<file path="src/rtl/pc_seq_4b.sv">
// 4-bit program counter sequencer: RUN/HALT FSM with step, jump and conditional jump.
// Define PC_SEQ_CALL_STACK_EN to add call/ret with a 2-entry return-address stack.
module pc_seq_4b #(
    parameter logic [3:0] RESET_ADDR   = 4'd0,
    parameter bit         HALT_ON_WRAP = 1'b0
) (
    input  logic       clk,
    input  logic       rst,
    input  logic       step_en,
    input  logic       jmp,
    input  logic       jc,
    input  logic       carry,
    input  logic [3:0] JMP_ADDR,
    input  logic       halt_req,
    input  logic       resume,
`ifdef PC_SEQ_CALL_STACK_EN
    input  logic       call,
    input  logic       ret,
    output logic       stk_err,
`endif
    output logic       sel3,
    output logic       sel2,
    output logic       sel1,
    output logic       sel0,
    output logic       halted,
    output logic       wrap
);

    typedef enum logic {RUN, HALT} state_t;

    state_t     state_q, state_d;
    logic [3:0] pc_q, pc_d;
    logic       halted_q, halted_d;
    logic       wrap_q, wrap_d;

`ifdef PC_SEQ_CALL_STACK_EN
    logic [1:0][3:0] stk_q, stk_d;
    logic [1:0]      sp_q, sp_d;     // number of valid entries, 0..2
    logic            err_q, err_d;
`endif

    always_comb begin
        pc_d    = pc_q;
        state_d = state_q;
        wrap_d  = 1'b0;
`ifdef PC_SEQ_CALL_STACK_EN
        stk_d   = stk_q;
        sp_d    = sp_q;
        err_d   = err_q;
`endif
        case (state_q)
            RUN: begin
                if (halt_req) begin
                    state_d = HALT;
`ifdef PC_SEQ_CALL_STACK_EN
                end else if (ret) begin
                    if (sp_q == 2'd0) begin
                        err_d = 1'b1;
                    end else begin
                        // top entry sits at sp-1: index 1 only when two are held
                        pc_d = stk_q[sp_q[1]];
                        sp_d = sp_q - 2'd1;
                    end
                end else if (call) begin
                    if (sp_q == 2'd2) begin
                        err_d = 1'b1;
                    end else begin
                        stk_d[sp_q[0]] = pc_q + 4'd1;
                        sp_d           = sp_q + 2'd1;
                        pc_d           = JMP_ADDR;
                    end
`endif
                end else if (jmp || (jc && carry)) begin
                    pc_d = JMP_ADDR;
                end else if (step_en) begin
                    if (pc_q == 4'd15) begin
                        if (HALT_ON_WRAP) begin
                            state_d = HALT;
                        end else begin
                            pc_d   = 4'd0;
                            wrap_d = 1'b1;
                        end
                    end else begin
                        pc_d = pc_q + 4'd1;
                    end
                end
            end
            HALT: begin
                if (resume && !halt_req) state_d = RUN;
            end
            default: state_d = RUN;
        endcase
        halted_d = (state_d == HALT);
    end

    always_ff @(posedge clk or posedge rst) begin
        if (rst) begin
            pc_q     <= RESET_ADDR;
            state_q  <= RUN;
            halted_q <= 1'b0;
            wrap_q   <= 1'b0;
`ifdef PC_SEQ_CALL_STACK_EN
            stk_q    <= '0;
            sp_q     <= 2'd0;
            err_q    <= 1'b0;
`endif
        end else begin
            pc_q     <= pc_d;
            state_q  <= state_d;
            halted_q <= halted_d;
            wrap_q   <= wrap_d;
`ifdef PC_SEQ_CALL_STACK_EN
            stk_q    <= stk_d;
            sp_q     <= sp_d;
            err_q    <= err_d;
`endif
        end
    end

    assign {sel3, sel2, sel1, sel0} = pc_q;
    assign halted = halted_q;
    assign wrap   = wrap_q;
`ifdef PC_SEQ_CALL_STACK_EN
    assign stk_err = err_q;
`endif

endmodule

</file>
<file path="config.mk">
export PLATFORM = sky130hd
export DESIGN_NAME = pc_seq_4b
export DESIGN_NICKNAME = d
export VERILOG_FILES = /design/src/rtl/pc_seq_4b.sv
export SDC_FILE = /design/constraint.sdc
export NUM_CORES = 1
export LEC_CHECK = 0
export BUFFER_PORTS_ARGS = -buffer_cell sky130_fd_sc_hd__buf_2
export CAP_MARGIN = 15
export CORE_AREA = 3 3 40 42
export CTS_CLUSTER_DIAMETER = 30
export DETAILED_ROUTE_END_ITERATION = 16
export DIE_AREA = 0 0 43 45
export MAX_ROUTING_LAYER = met4
export PLACE_DENSITY = 0.57
export SLEW_MARGIN = 20
export SYNTH_ARGS = -nofsm -noshare
export SYNTH_HDL_FRONTEND = slang
export SYNTH_SLANG_ARGS = --single-unit
export TNS_END_PERCENT = 20
</file>
<file path="constraint.sdc">
create_clock -name clk -period 1.45 [get_ports clk]
set_input_delay 0.0725 -clock clk [delete_from_list [all_inputs] [get_ports clk]]
set_output_delay 0.0725 -clock clk [all_outputs]
set_load 0.05 [all_outputs]
</file>
==> results.md, run 1 <==
* Std cell rows at 13
* Share of synthesized area occupied by flip-flops and latches at 0.410
* Area delta synth->final at 42.3%
* Grt ovf at 0
* DRC Markers at 0
* Crit-path slowest cell: dfrtp_2
* P_leak at between 0.2 and 0.3 nW
* Setup WS post-layout at approximately 110 ps
* Crit path from: pc_q[1]$_DFFE_PP0P_
* Worst setup SP type: register
* Fmax at 745 MHz
* Critical Path RT at around 1600 ps
* Antenna Nets Post-Route at 0
* Hold Path Origin: halt_req
* Peak supply drop at just over 0.8 mV
* CTS tree: done
* Clock sink count at 6
* Status: complete, no violations
* Diode count at 0
* Number of iterations in the first detailed-routing pass at 4
* Initial Utilization at 0.285
* Port Buf Inserts at 17
* Setup bufs post-CTS at 0
* Hold_ws at 25.4 ps
* Layout Nets at a little over 70
* Tmin final at between 1000 and 1500 ps
* Dpl ws at approximately 110 ps
* Root Buffer: clkbuf_4
* Reg2reg start: pc_q[1]$_DFFE_PP0P_
* Measured slew at the worst slew-check pin at just over 400 ps
* Critical path, cell by cell: ha_1 > mux2_4 > mux2_4
* First-pass GRT wire length at around 1.6 mm
* Die area at approximately 1900 um^2
* Clock-pin slew on the worst setup and hold paths at 50 ps
* M2 GR Usage at 0.174
* Min-delay worst type: in -> reg
* Initial antenna violation count at 0
* Final Max Tran Viols at 0
* RSZ-0062 raised after global routing: no
* Proportion of layout cells with a drive suffix above 1 at 0.517
* Maxcap violations at 0
* GR Util All Layers at 0.116
* DR vias at between 300 and 400
* Largest net degree at the start of global routing at 7
* H-tree levels at 1
* Clock Skew at roughly 0.65 ps
* Busiest metal layer after global routing: met2
* Core area at 1280 um^2
* Cell mode on critical path: mux2_4
* I/O pins at 18
* Synth Area per Inst at ~10 um^2
* Fin crit share at 0.926
* Die height at about 45 um
* Die X-Extent at ~43 um
* Synth cell types at 20
* DRT iter0 DRCs at 14
* Commonest cells after routing, fill and taps aside: 17 x buf_2, 5 x inv_1
* Global-route met3 utilization at 0.0398
* Buf+Inv Stages, Crit Path at 0
* CP Data Arrival Time at roughly 1500 ps
* YS warnings at 0
* TritonCTS buffer count at 3
* Final HPWL DP at ~720 um
* CTS max path bufs at 2
* Syn Inst Count at 35
* Crit path largest cell delay at 420 ps
* Synth Net Count at 48
* Final setup viols at 0
* Total length of routed wires at roughly 910 um
* Slew margin rel. at 0.730
* Grt met1 use at 0.149
* Synthesis-stage register bit count at 6
* Hold Violations, Final at 0
* Drt via density at roughly 5.0
* WL/cell at roughly 12 um
* CP Capture Type: register
* GPL Wtd Cong at roughly 0.71
* Worst path top cell family by delay: multiplexers
* Pwr/cell area at ~1500 nW/um^2
* Most common cell after layout, fill and taps aside: buf_2
* Clk_lat worst skew at between 200 and 250 ps
* Vias in the first global route at 375
* Crit path kind: reg -> reg
* Worst-path maximum fanout at 4
* Synth Cell Area at 367 um^2
* Setup TNS at 0 ps
[Yosys cell counts]
master | count | area [um^2]
ha_1 | 1 | 12.5
clkbuf_1 | 1 | 3.75
mux2i_1 | 1 | 10.0
nand3b_1 | 1 | 7.51
nand3_1 | 2 | 10.0
mux2_4 | 2 | 30.0
a21oi_1 | 1 | 5.00
a211o_2 | 1 | 10.0
or2_0 | 1 | 6.26
dfrtp_1 | 6 | 150
o32ai_1 | 1 | 8.76
nor2_2 | 1 | 6.26
nand2_1 | 1 | 3.75
inv_1 | 5 | 18.8
a211oi_2 | 1 | 12.5
a311oi_1 | 1 | 8.76
a21o_1 | 2 | 15.0
a211oi_1 | 2 | 15.0
a2bb2oi_1 | 3 | 26.3
nor4_1 | 1 | 6.26
[final timing paths]
| check | to | slack (ps) | depth (start not counted) |
|---|---|---|---|
| setup / recovery | pc_q[1]$_DFFE_PP0P_ | 110 | 3 |
| hold / removal | halted$_DFF_PP0_ | 30 | 2 |
| setup reg to reg | pc_q[1]$_DFFE_PP0P_ | 110 | 3 |
| hold reg to reg | halted$_DFF_PP0_ | 490 | 1 |
| max in group asynchronous | pc_q[1]$_DFFE_PP0P_ | 940 | 3 |
| min in group asynchronous | wrap$_DFF_PP0_ | 300 | 3 |
[stage by stage]
step           std cells  utilization  cell area, um^2  power, W
3_5_place_dp          68        0.378              485  0.000618
4_1_cts               73        0.406              522  0.000793
2_1_floorplan         35            -              372  0.000523
5_1_grt               73        0.406              522  0.000844
6_report              73        0.406              522  0.000780
3_3_place_gp          68        0.378              485  0.000620
[cell type report]
class / instances / area, um^2
Clock buffer: 4 / 26.3
Fill cell: 145 / 763
Inverter: 5 / 18.8
Multi-Input combinational cell: 23 / 194
Sequential cell: 6 / 154
Tap cell: 15 / 18.8
Timing Repair Buffer: 20 / 110
[repair_timing]
action / in CTS / in global routing
hold buffers: 1 / 0
gates resized for setup: 0 / 0
endpoints found under the hold margin: 6 / 0
[report_power, final]
group          total (W)  switching [W]  internal (W)  leakage [nW]
logic           0.000355       0.000226      0.000129         0.176
registers       0.000260      0.0000483      0.000211        0.0683
clock network   0.000164      0.0000601      0.000104        0.0150
total           0.000780       0.000334      0.000445         0.259
[logic make-up after synthesis]
kind of cell               after synthesis  share of synthesized area
DFF                                      6                      0.410
and+or+nand+nor                          7                      0.109
buffers and inverters                    6                     0.0614
AOI/OAI and AO/OA                       12                      0.276
muxes                                    3                      0.109
adders and majority gates                1                     0.0341
[registers in the layout, summed over array words and instances (netlist names)]
name,cells
pc_q,4
wrap,1
halted,1
[layer usage]
layer | routed length, um | share of wire
met1 | 398 | 0.44
met2 | 420 | 0.46
met3 | 89 | 0.098
met4 | 0 | 0
met5 | 0 | 0
No activity file was read; power rests on OpenSTA's default activity.
==> run 2, diff against run 1 <==
--- a/config.mk
+++ b/config.mk
@@ -8,6 +8,7 @@
 export BUFFER_PORTS_ARGS = -buffer_cell sky130_fd_sc_hd__buf_2
 export CAP_MARGIN = 15
 export CORE_AREA = 3 3 40 42
+export CTS_BUF_LIST = sky130_fd_sc_hd__clkbuf_8
 export CTS_CLUSTER_DIAMETER = 30
 export DETAILED_ROUTE_END_ITERATION = 16
 export DIE_AREA = 0 0 43 45
==> results.md, run 2 (synthesis results as in run 1) <==
* Layout Nets at 72 (unchanged)
* First-pass GRT wire length at 1.59 mm (-2.5%)
* Reg2reg start: pc_q[1]$_DFFE_PP0P_
* Antenna Nets Post-Route at 0 (unchanged)
* Total length of routed wires at 906 um (-0.22%)
* Hold Path Origin: halt_req
* Worst path top cell family by delay: multiplexers
* Clock Skew at 0.251 ps (-0.401 ps)
* Dpl ws at 109 ps (unchanged)
* I/O pins at 18 (unchanged)
* Drt via density at 4.96 (-0.55%)
* Hold Violations, Final at 0 (unchanged)
* CP Data Arrival Time at 1450 ps (about the same)
* Number of iterations in the first detailed-routing pass at 4 (unchanged)
* Non-filler cells, final at 73 (unchanged)
* Reg area at 154 um^2 (unchanged)
* P_leak at 0.271 nW (+4.6%)
* TritonCTS buffer count at 3 (unchanged)
* Cell mode on critical path: mux2_4
* Status: complete, no violations
* Area delta synth->final at 47.4%
* Commonest cells after routing, fill and taps aside: 17 x buf_2, 6 x inv_1
* Max FFs per register at 4 (unchanged)
* DRT iter0 DRCs at 2 (-12)
* Dpl cell area at 485 um^2 (unchanged)
* Die height at 45 um (unchanged)
* DR vias at 362 (-0.55%)
* Initial antenna violation count at 0 (unchanged)
* Worst setup SP type: register
* CTS max path bufs at 2 (unchanged)
* Most common cell after layout, fill and taps aside: buf_2
* Measured slew at the worst slew-check pin at 403 ps (-2.19 ps)
* Top reg by flops: pc_q
* Diode count at 0 (unchanged)
* Fmax at 744 MHz (about the same)
* Area of the multi-input gates at 194 um^2 (unchanged)
* DP Cell Count at 68 (unchanged)
* Fin area at 541 um^2 (+3.6%)
* Min-delay worst type: in -> reg
* Maxcap violations at 0 (unchanged)
* RSZ-0062 raised after global routing: no
* Buf+Inv Stages, Crit Path at 0 (unchanged)
* GR Util All Layers at 0.116 (unchanged)
* Crit path largest cell delay at 420 ps (about the same)
* Critical Path RT at 1550 ps (-20 ps)
* Pwr/cell area at 1610 nW/um^2 (+7.6%)
* Cts hold-fix bufs at 1 (unchanged)
* Setup TNS at 0 ps (unchanged)
* Worst-path maximum fanout at 4 (unchanged)
* Fin crit share at 0.926 (about the same)
* CTS tree: done
* Grt ovf at 0 (unchanged)
* Std cell rows at 13 (unchanged)
* Peak supply drop at 0.907 mV (+11%)
* Crit path from: pc_q[1]$_DFFE_PP0P_
* Port Buf Inserts at 17 (unchanged)
* Die X-Extent at 43 um (unchanged)
* Final HPWL DP at 724 um (unchanged)
* Final Max Tran Viols at 0 (unchanged)
* Clk_lat worst skew at 220 ps (-20 ps)
* DRC Markers at 0 (unchanged)
* Hold Crit Depth at 2 (unchanged)
* Core area at 1280 um^2 (unchanged)
* Crit-path slowest cell: dfrtp_2
* Clock sink count at 6 (unchanged)
* Initial Utilization at 0.285 (unchanged)
* Root Buffer: clkbuf_8
* CP Depth at 3 (unchanged)
* Slew margin rel. at 0.731 (+0.00146)
* Die area at 1940 um^2 (unchanged)
* GPL Wtd Cong at 0.715 (unchanged)
* Setup WS post-layout at 107 ps (-0.534 ps)
* Crit path kind: reg -> reg
* Largest net degree at the start of global routing at 7 (unchanged)
* Post_cts resized at 0 (unchanged)
* Final Power at 0.000869 W (+11%)
* WL/cell at 12.4 um (-0.22%)
* Setup bufs post-CTS at 0 (unchanged)
* Proportion of layout cells with a drive suffix above 1 at 0.517 (unchanged)
* Fillers at 146 (+0.69%)
* Reg2Reg Depth at 3 (unchanged)
* Critical path, cell by cell: ha_1 > mux2_4 > mux2_4
* Clock-pin slew on the worst setup and hold paths at 40 ps (about the same)
* Final setup viols at 0 (unchanged)
* CP Capture Type: register
* Vias in the first global route at 362 (-3.5%)
* Tmin final at 1340 ps (+0.534 ps)
* H-tree levels at 1 (unchanged)
==> run 2: changes by cell type in the layout (fill, tap and decap cells not counted) <==
cell	delta
clkbuf_1	-1
clkbuf_4	-3
clkbuf_8	+3
inv_1	+1
==> run 2: routing by layer <==
layer  track usage  vias to the layer above  part of all wire
met4        0.0361                        0            0.0088
met3        0.0518                        2              0.11
li1              -                      180                 -
met5             -                        -                 0
met2         0.171                       18              0.44
met1         0.144                      162              0.44
==> run 2: per-stage QoR <==
| step | hold WS, ps | utilization |
|---|---|---|
| after floorplan | -137 | - |
| after global placement | -1.66 | 0.378 |
| after detailed placement | 1.47 | 0.378 |
| after CTS | 47.7 | 0.421 |
| after global routing | 54.4 | 0.421 |
| final | 44.2 | 0.421 |
==> run 2: layout make-up <==
class,count,area share
clock buffer,3,0.0764
sequential,6,0.285
tap,15,0.0347
timing repair buffer,20,0.204
inverter,5,0.0347
multi-input combinational,23,0.359
clock inverter,1,0.00694
==> run 2: where the power goes <==
group | total (W) | leakage, nW | internal (W) | switching, W
clock network | 0.000254 | 0.0269 | 0.000182 | 0.0000721
logic | 0.000355 | 0.176 | 0.000129 | 0.000226
registers | 0.000260 | 0.0683 | 0.000212 | 0.0000480
total | 0.000869 | 0.271 | 0.000523 | 0.000346
==> run 2: final timing paths <==
kind                                             to  slack, ps
max in group asynchronous       pc_q[1]$_DFFE_PP0P_        920
min in group asynchronous            wrap$_DFF_PP0_        320
worst max register to register  pc_q[1]$_DFFE_PP0P_        110
worst min-delay path               halted$_DFF_PP0_         40
worst max-delay path            pc_q[1]$_DFFE_PP0P_        110
worst min register to register     halted$_DFF_PP0_        490
==> run 2: worst reg2reg max path, delay by kind of cell (launching register included) <==
family     cells  cell delay [ps]
flops          1              420
mux            2              510
fa+ha+maj      1              290
==> run 3, diff against run 2 <==
--- a/config.mk
+++ b/config.mk
@@ -7,11 +7,11 @@
 export LEC_CHECK = 0
 export BUFFER_PORTS_ARGS = -buffer_cell sky130_fd_sc_hd__buf_2
 export CAP_MARGIN = 15
-export CORE_AREA = 3 3 40 42
+export CORE_AREA = 5 5 42 44
 export CTS_BUF_LIST = sky130_fd_sc_hd__clkbuf_8
 export CTS_CLUSTER_DIAMETER = 30
 export DETAILED_ROUTE_END_ITERATION = 16
-export DIE_AREA = 0 0 43 45
+export DIE_AREA = 0 0 47 49
 export MAX_ROUTING_LAYER = met4
 export PLACE_DENSITY = 0.57
 export SLEW_MARGIN = 20
==> results.md, run 3 (synthesis results as in run 1) <==
* Status: complete, no violations
* Fin area at 542 um^2 (+0.23%)
* Number of iterations in the first detailed-routing pass at 2 (-2)
* Area delta synth->final at 47.8%
* Final setup viols at 0 (unchanged)
* Max FFs per register at 4 (unchanged)
* Initial antenna violation count at 0 (unchanged)
* DP Cell Count at 69 (+1.5%)
* Reg2Reg Depth at 3 (unchanged)
* Flop2flop setup slack at 90 ps (about the same)
* Clk_lat worst skew at 230 ps (about the same)
* Antenna Nets Post-Route at 0 (unchanged)
* Hold Violations, Final at 0 (unchanged)
* Post_cts resized at 0 (unchanged)
* Setup bufs post-CTS at 0 (unchanged)
* WL/cell at 11.7 um (-5.4%)
* Fillers at 154 (+5.5%)
* Initial Utilization at 0.262 (-0.0237)
* Slew margin rel. at 0.761 (+0.0301)
* CTS tree: done
* GPL Wtd Cong at 0.825 (+15%)
* Reg2reg start: pc_q[1]$_DFFE_PP0P_
* Total length of routed wires at 869 um (-4.1%)
* Die X-Extent at 47 um (+9.3%)
* Fmax at 737 MHz (-0.98%)
* Tmin final at 1360 ps (+13.4 ps)
* Peak supply drop at 0.816 mV (-10%)
* Crit path kind: reg -> reg
* Clock Skew at 2.28 ps (+2.03 ps)
* Top reg by flops: pc_q
* Pwr/cell area at 1640 nW/um^2 (+1.7%)
* Proportion of layout cells with a drive suffix above 1 at 0.517 (unchanged)
* Fin crit share at 0.936 (+0.00921)
* First-pass GRT wire length at 1.58 mm (-0.44%)
* GR Util All Layers at 0.103 (-0.0131)
* Core area at 1400 um^2 (+9.1%)
* H-tree levels at 1 (unchanged)
* Hold_ws at 35.0 ps (-9.20 ps)
* Vias in the first global route at 367 (+1.4%)
* Diode count at 0 (unchanged)
* DRC Markers at 0 (unchanged)
* Clock-pin slew on the worst setup and hold paths at 40 ps (about the same)
* Layout Nets at 72 (unchanged)
* CP Capture Type: register
* Root Buffer: clkbuf_8
* FF-to-FF End: pc_q[1]$_DFFE_PP0P_
* Non-filler cells, final at 74 (+1.4%)
* I/O pins at 18 (unchanged)
* DRT iter0 DRCs at 2 (unchanged)
* Maxcap violations at 0 (unchanged)
* Commonest cells after routing, fill and taps aside: 17 x buf_2, 6 x inv_1
* RSZ-0062 raised after global routing: no
* Crit path from: pc_q[1]$_DFFE_PP0P_
* Worst-path maximum fanout at 4 (unchanged)
* Port Buf Inserts at 17 (unchanged)
* CTS max path bufs at 2 (unchanged)
* Std cell rows at 14 (+1)
* P_leak at 0.271 nW (unchanged)
* Die area at 2300 um^2 (+19%)
* Die height at 49 um (+8.9%)
* Final HPWL DP at 709 um (-2.0%)
* Measured slew at the worst slew-check pin at 358 ps (-45.2 ps)
* TritonCTS buffer count at 3 (unchanged)
* Min-delay worst type: in -> reg
* Most common cell after layout, fill and taps aside: buf_2
* CP Data Arrival Time at 1470 ps (+20 ps)
* DR vias at 351 (-3.0%)
* Largest net degree at the start of global routing at 7 (unchanged)
* Dpl cell area at 487 um^2 (+0.26%)
* Setup crit end: pc_q[1]$_DFFE_PP0P_
* Drt via density at 4.74 (-4.3%)
* Worst setup SP type: register
* Clock sink count at 6 (unchanged)
* Critical Path RT at 1560 ps (about the same)
* Final Max Tran Viols at 0 (unchanged)
* Grt ovf at 0 (unchanged)
run 3: per-stage QoR:
step	total power, W	TNS [ps]	util	setup WS [ps]
3_3_place_gp	0.000617	0	0.347	105
5_1_grt	0.000935	0	0.387	58.5
6_report	0.000886	0	0.387	93.4
2_1_floorplan	0.000523	-3.29	-	-3.29
4_1_cts	0.000897	0	0.387	92.9
3_5_place_dp	0.000618	0	0.347	98.6
run 3: report_power, final:
| group | total, W | switching (W) | internal (W) |
|---|---|---|---|
| Combinational | 0.000357 | 0.000227 | 0.000130 |
| Sequential | 0.000259 | 0.0000470 | 0.000212 |
| Clock | 0.000270 | 0.0000869 | 0.000183 |
run 3: timing repair:
action | CTS | global route
hold buffers | 1 | 0
setup endpoints to repair | 0 | 0
endpoints found under the hold margin | 6 | 0
run 3: final cells by class:
type,count,area (um^2),share of cell area
clock buffer,3,41.3,0.0762
clock inverter,1,3.75,0.00693
inverter,5,18.8,0.0346
multi-input combinational,23,194,0.358
sequential,6,154,0.284
tap,16,20.0,0.0370
timing repair buffer,20,110,0.203
run 3: routing by layer:
metal | wire [um] | GRT usage | share of wire | vias up
li1 | - | - | - | 178
met1 | 403 | 0.137 | 0.46 | 152
met4 | 35 | 0.0829 | 0.040 | 0
met3 | 106 | 0.0480 | 0.12 | 5
met5 | 0 | - | 0 | -
met2 | 324 | 0.113 | 0.37 | 16
run 3: worst max-delay path, stage by stage (launching register included):
cell and delay [ps]:
dfrtp_2 420, ha_1 290, mux2_4 270, mux2_4 250
run 3: worst min-delay path by stage:
stage	endpoint	start	slack [ps]	cells past startpoint
floorplan	pc_q[2]$_DFFE_PP0P_	rst	-140	1
global placement	pc_q[2]$_DFFE_PP0P_	rst	-8	2
detailed placement	pc_q[2]$_DFFE_PP0P_	rst	-5	2
CTS	halted$_DFF_PP0_	halt_req	30	2
global route	halted$_DFF_PP0_	halt_req	60	2
finish	halted$_DFF_PP0_	halt_req	30	2
